<file path="src/rtl/video_timing_pkg.sv">
// Mode table and derived timing for the multi-mode video timing generator.
// Everything here is constant; the RTL only ever evaluates it per active mode.
package video_timing_pkg;

  typedef enum logic [1:0] {
    MODE_640x480   = 2'd0,
    MODE_800x600   = 2'd1,
    MODE_1280x720  = 2'd2,
    MODE_1920x1080 = 2'd3
  } mode_t;

  typedef struct packed {
    int   res;
    int   fp;
    int   sync;
    int   bp;
    logic pol;
  } axis_t;

  typedef struct packed {
    axis_t h;
    axis_t v;
  } timing_t;

  // Start of line/frame, sync window [s_sta, s_end) and polarity, ready for the counters.
  typedef struct packed {
    int   h_res;
    int   h_sta;
    int   hs_sta;
    int   hs_end;
    logic h_pol;
    int   v_res;
    int   v_sta;
    int   vs_sta;
    int   vs_end;
    logic v_pol;
  } geom_t;

  function automatic timing_t mode_timing(input logic [1:0] mode);
    timing_t t;
    case (mode)
      MODE_800x600:   t = '{h: '{800, 40, 128, 88, 1'b1}, v: '{600, 1, 4, 23, 1'b1}};
      MODE_1280x720:  t = '{h: '{1280, 110, 40, 220, 1'b1}, v: '{720, 5, 5, 20, 1'b1}};
      MODE_1920x1080: t = '{h: '{1920, 88, 44, 148, 1'b1}, v: '{1080, 4, 5, 36, 1'b1}};
      default:        t = '{h: '{640, 16, 96, 48, 1'b0}, v: '{480, 10, 2, 33, 1'b0}};
    endcase
    return t;
  endfunction

  function automatic geom_t mode_geom(input logic [1:0] mode);
    timing_t t;
    geom_t   g;
    t        = mode_timing(mode);
    g.h_res  = t.h.res;
    g.h_sta  = -(t.h.fp + t.h.sync + t.h.bp);
    g.hs_sta = g.h_sta + t.h.fp;
    g.hs_end = g.hs_sta + t.h.sync;
    g.h_pol  = t.h.pol;
    g.v_res  = t.v.res;
    g.v_sta  = -(t.v.fp + t.v.sync + t.v.bp);
    g.vs_sta = g.v_sta + t.v.fp;
    g.vs_end = g.vs_sta + t.v.sync;
    g.v_pol  = t.v.pol;
    return g;
  endfunction

endpackage

</file>
<file path="src/rtl/video_timing_gen.sv">
// Multi-mode video timing generator: signed beam counters, sync/enable/strobes,
// and a two-state mode FSM that switches timing only on a strobed frame wrap.
module video_timing_gen
  import video_timing_pkg::*;
#(
  parameter int CORDW     = 16,
  parameter int NUM_MODES = 4,
  parameter int DEF_MODE  = 0
) (
  input  logic                    i_pix_clk,
  input  logic                    i_rst_n,
  input  logic                    i_pix_stb,
  input  logic [1:0]              i_mode,
  input  logic                    i_mode_req,
  output logic [1:0]              o_mode,
  output logic                    o_mode_busy,
  output logic                    o_mode_err,
  output logic                    o_hs,
  output logic                    o_vs,
  output logic                    o_de,
  output logic                    o_frame,
  output logic                    o_line,
  output logic signed [CORDW-1:0] o_sx,
  output logic signed [CORDW-1:0] o_sy,
  output logic [CORDW-1:0]        o_h_res,
  output logic [CORDW-1:0]        o_v_res
);

  typedef enum logic {IDLE, PEND} state_t;

  localparam logic [1:0] DEF_CODE = 2'(DEF_MODE);
  localparam geom_t      DEF_G    = mode_geom(DEF_CODE);

  state_t                  state, state_next;
  logic [1:0]              mode, mode_next, pend_mode;
  logic signed [CORDW-1:0] sx, sy, sx_next, sy_next;
  logic signed [CORDW-1:0] h_sta, hs_sta, hs_end, v_sta, vs_sta, vs_end;
  logic [CORDW-1:0]        h_res, v_res;
  geom_t                   g;
  logic                    req_valid, line_end, frame_end, wrap;
  logic                    hs_next, vs_next, de_next, frame_next, line_next;

  assign req_valid = i_mode_req && (int'(i_mode) < NUM_MODES);
  assign line_end  = (sx == (h_res - CORDW'(1)));
  assign frame_end = line_end && (sy == (v_res - CORDW'(1)));
  assign wrap      = i_pix_stb && frame_end;

  // A request on the wrap cycle keeps the FSM in PEND for the following frame.
  always_comb begin
    // NOTE: every always_comb output gets a default first so no path can infer a latch.
    state_next = state;
    mode_next  = mode;
    case (state)
      IDLE: if (req_valid) state_next = PEND;
      PEND: begin
        if (wrap) mode_next = pend_mode;
        if (wrap && !req_valid) state_next = IDLE;
      end
      default: state_next = IDLE;
    endcase
  end

  // Geometry of the mode that will be active after this clock.
  assign g      = mode_geom(mode_next);
  assign h_sta  = CORDW'(g.h_sta);
  assign hs_sta = CORDW'(g.hs_sta);
  assign hs_end = CORDW'(g.hs_end);
  assign v_sta  = CORDW'(g.v_sta);
  assign vs_sta = CORDW'(g.vs_sta);
  assign vs_end = CORDW'(g.vs_end);

  always_comb begin
    sx_next = sx;
    sy_next = sy;
    if (i_pix_stb) begin
      if (line_end) begin
        sx_next = h_sta;
        sy_next = frame_end ? v_sta : sy + CORDW'(1);
      end else begin
        sx_next = sx + CORDW'(1);
      end
    end
    hs_next    = ((sx_next >= hs_sta) && (sx_next < hs_end)) ? g.h_pol : !g.h_pol;
    vs_next    = ((sy_next >= vs_sta) && (sy_next < vs_end)) ? g.v_pol : !g.v_pol;
    de_next    = !sx_next[CORDW-1] && !sy_next[CORDW-1];
    frame_next = (sx_next == h_sta) && (sy_next == v_sta);
    line_next  = (sx_next == h_sta);
  end

  always_ff @(posedge i_pix_clk or negedge i_rst_n) begin
    // NOTE: sequential state uses non-blocking assignments only; async reset loads the default mode.
    if (!i_rst_n) begin
      state      <= IDLE;
      mode       <= DEF_CODE;
      pend_mode  <= '0;
      sx         <= CORDW'(DEF_G.h_sta);
      sy         <= CORDW'(DEF_G.v_sta);
      h_res      <= CORDW'(DEF_G.h_res);
      v_res      <= CORDW'(DEF_G.v_res);
      o_hs       <= !DEF_G.h_pol;
      o_vs       <= !DEF_G.v_pol;
      o_de       <= 1'b0;
      o_frame    <= 1'b1;
      o_line     <= 1'b1;
      o_mode_err <= 1'b0;
    end else begin
      state      <= state_next;
      mode       <= mode_next;
      if (req_valid) pend_mode <= i_mode;
      sx         <= sx_next;
      sy         <= sy_next;
      h_res      <= CORDW'(g.h_res);
      v_res      <= CORDW'(g.v_res);
      o_hs       <= hs_next;
      o_vs       <= vs_next;
      o_de       <= de_next;
      o_frame    <= frame_next;
      o_line     <= line_next;
      o_mode_err <= i_mode_req && !req_valid;
    end
  end

  assign o_mode      = mode;
  assign o_mode_busy = (state == PEND);
  assign o_sx        = sx;
  assign o_sy        = sy;
  assign o_h_res     = h_res;
  assign o_v_res     = v_res;

endmodule

</file>
<file path="config.mk">
export PLATFORM = sky130hd
export DESIGN_NAME = video_timing_gen
export DESIGN_NICKNAME = d
export VERILOG_FILES = /design/src/rtl/video_timing_pkg.sv /design/src/rtl/video_timing_gen.sv
export SDC_FILE = /design/constraint.sdc
export NUM_CORES = 1
export LEC_CHECK = 0
export BUFFER_PORTS_ARGS = -buffer_cell sky130_fd_sc_hd__clkbuf_2
export CAP_MARGIN = 10
export CORE_MARGIN = 1
export CORE_UTILIZATION = 36
export DETAILED_ROUTE_END_ITERATION = 7
export PLACE_DENSITY = 0.66
export SLEW_MARGIN = 20
export SYNTH_ARGS = -nofsm -noshare
export SYNTH_HDL_FRONTEND = slang
export SYNTH_SLANG_ARGS = --single-unit
</file>
<file path="constraint.sdc">
create_clock -name i_pix_clk -period 18.9 [get_ports i_pix_clk]
set_clock_uncertainty 0.15 [all_clocks]
set_input_delay 0.945 -clock i_pix_clk [delete_from_list [all_inputs] [get_ports i_pix_clk]]
set_output_delay 0.945 -clock i_pix_clk [all_outputs]
set_load 0.02 [all_outputs]
</file>
==> flow_metrics.tcl, run 1 <==
set metrics [dict create \
    h-tree-depth 2 \
    ys_async_sr_fraction_pct 100.0 \
    place_inst 1072 \
    p_switching_uw 149.6 \
    multi_input_area_um2 4674 \
    synth_seq_area_share_pct 21.05 \
    r2r_cells 27 \
    worst_pin_slew_ps 1157 \
    maxSlewViolCount 0 \
    pwr-share-comb_pct 29.6 \
    power_uw 397.2 \
    hpwl_um 15430 \
    setup_viol 0 \
    die_h_um 136.3 \
    final_cell_mix "77 x ha_1, 67 x nand2_1, 66 x a21oi_1" \
    io_pins 79 \
    wl_per_cell_um 18.79 \
    timing.fmax_mhz 135.0 \
    die_area_um2 18570 \
    stdcell_count 1080 \
    grt_antenna_before_repair 0 \
    synth_top_family_by_area "compound AO/OA/AOI/OAI gates" \
    synthMuxAreaShare_pct 3.123 \
    fin_crit_ps 7410 \
    syn_to_final_growth_pct 8.616 \
    vias_per_cell 5.932 \
    clk_latency_ps 300 \
    regToRegEndpoint "o_vs$_DFF_PN1_" \
    crit_start "o_h_res[7]$_DFF_PN1_" \
    switching_share_pct 37.66 \
    fp.dieW_um 136.3 \
    synth_xor_area_share_pct 5.397 \
    crit_path_start_kind "flip-flop" \
    setup_tns_ps 0 \
    critPathArrivalTime_ps 7480 \
    post-cts-setup-buffers 0 \
    fillers 1787 \
    leakage_nw 3.201 \
    io_buffers 58 \
    ctsHoldBuffers 0 \
    pwr_density_cell_nw_per_um2 56.34 \
    synthCells 827 \
    yosys.area_share.simple_pct 23.09 \
    drc 0 \
    pwr-share-seq_pct 39.4 \
    cts_tree "yes" \
    hp-class "flip-flop to flip-flop" \
    path_clk_slew_ps 80 \
    path_max_fanout 16 \
    final_util_pct 40.34 \
    grt_pass1_vias 5846 \
    crit_path_end_kind "flip-flop" \
    slew_headroom_pct 22.08 \
    synth-adder-area-share_pct 14.84 \
    yosysWarnings 0 \
    grtUsageTotal_pct 22.29 \
    drv_cap 0 \
    status "complete, no violations" \
    ir_worst_vdd_mv 0.03542 \
    synthFlopType "dfstp_2" \
    synth.distinct_cells 75 \
    crit_end "o_vs$_DFF_PN1_" \
    rows 48 \
    drt_iter0_drc 656 \
    drive_above_1_share_pct 16.14 \
    fin_nets 937 \
    hold_viol 0 \
    criticalPathCategory "flip-flop to flip-flop" \
    ctsLongestPathBuffers 2 \
    num_vias 6407 \
    gr-total-overflow 0 \
    core_area_um2 17480 \
    cts.sinks 53 \
    synth.avg_cell_area_um2 7.849 \
    grt_max_degree 54 \
    min_period_over_period_pct 39.21 \
    cts_resized 0 \
    synth-seq-cells 53 \
    regArea_um2 1366 \
    grt_pass1_wl_um 32180 \
    rsz0062_at_grt "false" \
    cts-root-buf "clkbuf_16" \
    diodes 0 \
    drt_wl_total_um 20290 \
    worstReg2RegStart "o_h_res[7]$_DFF_PN1_" \
    synth_compound_gate_area_share_pct 24.40 \
    required_ps 18970 \
    clkPwrFrac_pct 31.1 \
    first_pass_iters 6 \
    numCtsBuffers 5 \
    internal_power_uw 247.6 \
    final_common_cell "ha_1" \
    ant_nets 0 \
    synth_edf_count 0 \
    start_util_pct 37.14 \
    regToRegSetupSlack_ps 11490 \
    syn_area_um2 6491 \
    gp_congestion 0.9207 \
]
[registers in the layout, summed over array words and instances (netlist names)]
register	count
o_frame	1
o_sx	16
o_mode	2
o_vs	1
pend_mode	2
o_line	1
o_h_res	5
o_v_res	6
o_de	1
o_sy	16
o_mode_busy	1
o_hs	1
[critical path, stage by stage, from the launching register on]
cell and delay (ps):
dfstp_2 640, inv_1 90, ha_1 290, xor2_1 140, o211ai_1 180, nor4_1 430
o2111ai_1 390, nor4_4 530, mux2i_1 250, buf_4 240, inv_1 130, ha_1 320
clkinv_1 500, ha_1 490, a21oi_1 110, nand2b_1 330, inv_1 160, or3_1 420
nand2_1 130, xor2_1 160, ha_1 260, nand4_1 80, nor2_1 60, a2111oi_0 350
nand2_1 100, o2bb2ai_1 150, nand2_1 80, xnor2_1 170
[cells by family (layout without fill, tap and decap cells)]
| logic type | Yosys count | count (layout) |
|---|---|---|
| AND/OR/NAND/NOR | 290 | 290 |
| multiplexers | 19 | 19 |
| buffers and inverters | 114 | 123 |
| other | 1 | 20 |
| AO/OA/AOI/OAI | 233 | 233 |
| flip-flops | 53 | 53 |
| adder cells (fa/ha/maj) | 77 | 77 |
| XOR/XNOR | 40 | 40 |
[metrics by stage]
stage          setup WS [ps]  area, um^2  hold WS, ps
5_1_grt                10900        7051        426.6
6_report               11490        7051        418.6
4_1_cts                11610        7051        407.9
3_3_place_gp           11940        6860        394.1
2_1_floorplan          11990        6563        324.9
3_5_place_dp           11680        6860        389.7
[layout make-up]
cell class / instances / area share, %
Multi-Input combinational cell: 679 / 66.30
Sequential cell: 53 / 19.38
Timing Repair Buffer: 67 / 5.075
Tap cell: 225 / 3.993
Inverter: 48 / 2.555
Clock buffer: 5 / 1.775
Clock inverter: 3 / 0.9228
[how the worst min path moves through the flow]
stage                                   from                       end  slack (ps)  cells after the start
floorplan           pend_mode[1]$_DFFE_PN0P_  pend_mode[1]$_DFFE_PN0P_         320                      1
global placement    pend_mode[1]$_DFFE_PN0P_  pend_mode[1]$_DFFE_PN0P_         390                      1
detailed placement  pend_mode[1]$_DFFE_PN0P_  pend_mode[1]$_DFFE_PN0P_         390                      1
CTS                 pend_mode[1]$_DFFE_PN0P_  pend_mode[1]$_DFFE_PN0P_         410                      1
global route        pend_mode[1]$_DFFE_PN0P_  pend_mode[1]$_DFFE_PN0P_         430                      1
finish              pend_mode[1]$_DFFE_PN0P_  pend_mode[1]$_DFFE_PN0P_         420                      1
[cell usage after synthesis (all sizes together), types with 5 or more instances]
master,count,area share (%)
o21ai,46,3.5
o21a,13,1.5
nand2b,10,0.96
mux2i,9,1.4
dfrtp,21,8.1
xor2,17,2.3
and3,17,1.6
ha,77,15
a211oi,6,0.69
nand3,37,2.9
clkbuf,38,2.2
dfstp,32,13
a21o,11,1.3
and4,6,0.81
nor2,65,3.8
nor4,9,1.2
a21oi,66,5.1
inv,47,2.7
or2,6,0.58
o2111ai,6,0.81
nor2b,9,0.87
buf,28,3.1
nor3,20,1.6
o211ai,7,0.81
nand4,17,1.6
o22ai,10,0.96
nand2,67,3.9
mux2,10,1.7
xnor2,23,3.1
a31oi,9,0.87
a2111oi,5,1.5
nor3b,5,0.58
o31ai,12,1.4
and2,5,0.48
[power groups by stage]
stage / Clock [mW] / Sequential (mW) / Combinational [mW]
CTS: 0.126 / 0.155 / 0.117
floorplan: 0 / 0.150 / 0.0875
finish: 0.123 / 0.156 / 0.117
detailed placement: 0 / 0.157 / 0.116
global placement: 0 / 0.157 / 0.116
global route: 0.131 / 0.159 / 0.131
[per-layer routing]
metal	global-route usage, %	up-vias	routed length (um)
li1	-	3058	-
met1	31.13	3037	9215
met2	35.67	281	9201
met3	2.535	31	1446
met4	6.790	0	425
met5	0	-	0
(Power assumes the default switching activity.)
==> run 2: changes to the inputs <==
==> constraint.sdc (replaced) <==
create_clock -name i_pix_clk -period 7.5 [get_ports i_pix_clk]
set_clock_uncertainty 0.15 [all_clocks]
set_input_delay 0.375 -clock i_pix_clk [delete_from_list [all_inputs] [get_ports i_pix_clk]]
set_output_delay 0.375 -clock i_pix_clk [all_outputs]
set_load 0.02 [all_outputs]
==> run 2 against run 1 <==
- critical path depth increased by 1
- non-clock buffer count increased by 6
- worst hold slack got worse by 380 ps
- via count increased by 0.52%
- total power increased by 150%
- highest routed layer unchanged
==> flow_metrics.tcl, run 2 (same netlist as run 1, synthesis figures left out) <==
set metrics [dict create \
    hpwl_um 15500 \
    grt_pass1_wl_um 31930 \
    ant_nets 0 \
    grtUsageTotal_pct 22.23 \
    numCtsBuffers 5 \
    internal_power_uw 600.2 \
    diodes 0 \
    fin_nets 943 \
    io_buffers 58 \
    pwr-share-comb_pct 30.6 \
    fin_crit_ps 6820 \
    h-tree-depth 2 \
    final_cell_mix "77 x ha_1, 67 x nand2_1, 66 x a21oi_1" \
    fillers 1775 \
    grt_max_degree 54 \
    drt_iter0_drc 844 \
    start_util_pct 37.14 \
    crit_buf_inv 7 \
    status "complete, no violations" \
    crit_top_cell "ha_1" \
    setup_viol 0 \
    crit_path_max_incr_delay_ps 640 \
    io_pins 79 \
    required_ps 7580 \
    setup_tns_ps 0 \
    drive_above_1_share_pct 17.07 \
    grt_pass1_vias 5809 \
    num_vias 6440 \
    core_area_um2 17480 \
    rsz0062_at_grt "false" \
    path_clk_slew_ps 80 \
    leakage_nw 3.221 \
    clk_latency_ps 310 \
    grt_antenna_before_repair 0 \
    ctsHoldBuffers 0 \
    vias_per_cell 5.930 \
    first_pass_iters 6 \
    p_switching_uw 379.2 \
    switching_share_pct 38.72 \
    worst_pin_slew_ps 864.5 \
    final_common_cell "ha_1" \
    crit_path_end_kind "flip-flop" \
    cpLargestDelayFamily "compound AO/OA/AOI/OAI gates" \
    die_area_um2 18570 \
    pre_cts_ws_ps 674.2 \
    timing.fmax_mhz 146.6 \
    maxSlewViolCount 0 \
    gr-total-overflow 0 \
    setup_slack_ps 680.3 \
    ir_worst_vdd_mv 0.08069 \
    ctsLongestPathBuffers 2 \
    gp_congestion 0.9407 \
    syn_to_final_growth_pct 9.387 \
    slowest_stage "dfstp_2" \
    wl_per_cell_um 18.75 \
    path_max_fanout 17 \
    cts.sinks 53 \
    regArea_um2 1366 \
    critPathArrivalTime_ps 6900 \
    power_uw 979.4 \
    crit_path_start_kind "flip-flop" \
    drt_wl_total_um 20360 \
    min_period_over_period_pct 90.93 \
    hold_viol 0 \
    cts-root-buf "clkbuf_16" \
    die_h_um 136.3 \
    criticalPathCategory "flip-flop to flip-flop" \
    pwr-share-seq_pct 40.1 \
    rows 48 \
    drc 0 \
    clkPwrFrac_pct 29.3 \
    hp-class "primary input to async pin" \
    fp.dieW_um 136.3 \
    multi_input_area_um2 4693 \
    cts_tree "yes" \
    drv_cap 0 \
    pwr_density_cell_nw_per_um2 137.9 \
    slew_headroom_pct 42.37 \
]
[run 2: changes by cell type in the layout (fill, tap and decap cells not counted), sizes merged]
cell,change
bufinv,-1
buf,+6
clkbuf,+1
clkinvlp,+1
clkinv,-1
[run 2: metrics by stage]
step	cells	hold WS [ps]	util, %	instance area, um^2
CTS	1084	80.76	40.44	7067
floorplan	846	-70.59	-	6563
global route	1086	114.8	40.63	7101
finish	1086	40.61	40.63	7101
detailed placement	1076	390.2	39.43	6890
global placement	1076	382.3	39.43	6890
[run 2: worst paths after layout]
| kind | cells past startpoint | endpoint | slack [ps] | start |
|---|---|---|---|---|
| max | 28 | o_vs$_DFF_PN1_ | 680 | o_h_res[7]$_DFF_PN1_ |
| min | 2 | o_sx[0]$_DFF_PN0_ | 40 | i_rst_n |
| max reg2reg | 28 | o_vs$_DFF_PN1_ | 680 | o_h_res[7]$_DFF_PN1_ |
| min reg2reg | 1 | pend_mode[1]$_DFFE_PN0P_ | 410 | pend_mode[1]$_DFFE_PN0P_ |
| max in group asynchronous | 2 | o_sy[3]$_DFF_PN0_ | 6640 | i_rst_n |
| min in group i_pix_clk | 2 | pend_mode[0]$_DFFE_PN0P_ | 160 | i_mode[0] |
[run 2: final cells by class]
class                      instances  area share, %
inverter                          48          2.537
sequential                        53          19.24
clock buffer                       6          1.956
clock inverter                     2         0.5286
tap                              225          3.965
multi-input combinational        679          66.10
timing repair buffer              73          5.674
[run 2: worst reg2reg max path, delay by kind of cell, from the launching register on]
| family | cells | cell delay, ps |
|---|---|---|
| xor+xnor | 2 | 300 |
| compound gates | 7 | 1660 |
| buf+inv | 7 | 1050 |
| simple gates | 6 | 1200 |
| fa+ha+maj | 4 | 1070 |
| mux | 2 | 670 |
| flops | 1 | 640 |
[run 2: routing by layer]
layer / vias up / global-route usage [%] / share of wire, %
met5: - / 0 / 0
met4: 0 / 7.346 / 2.6
met3: 48 / 3.990 / 8.1
met2: 321 / 34.01 / 44
met1: 3010 / 31.20 / 45
li1: 3061 / - / -
[run 2: what timing repair did]
action                     in CTS  in global routing
setup endpoints to repair       0                  2
setup buffers                   0                  2
resized for setup               0                  3
[run 2: power groups by stage]
| stage | Combinational (mW) | Clock, mW | Sequential, mW |
|---|---|---|---|
| after floorplan | 0.221 | 0 | 0.378 |
| after global placement | 0.293 | 0 | 0.395 |
| after detailed placement | 0.294 | 0 | 0.396 |
| after CTS | 0.296 | 0.297 | 0.391 |
| after global routing | 0.332 | 0.305 | 0.398 |
| final | 0.299 | 0.287 | 0.393 |
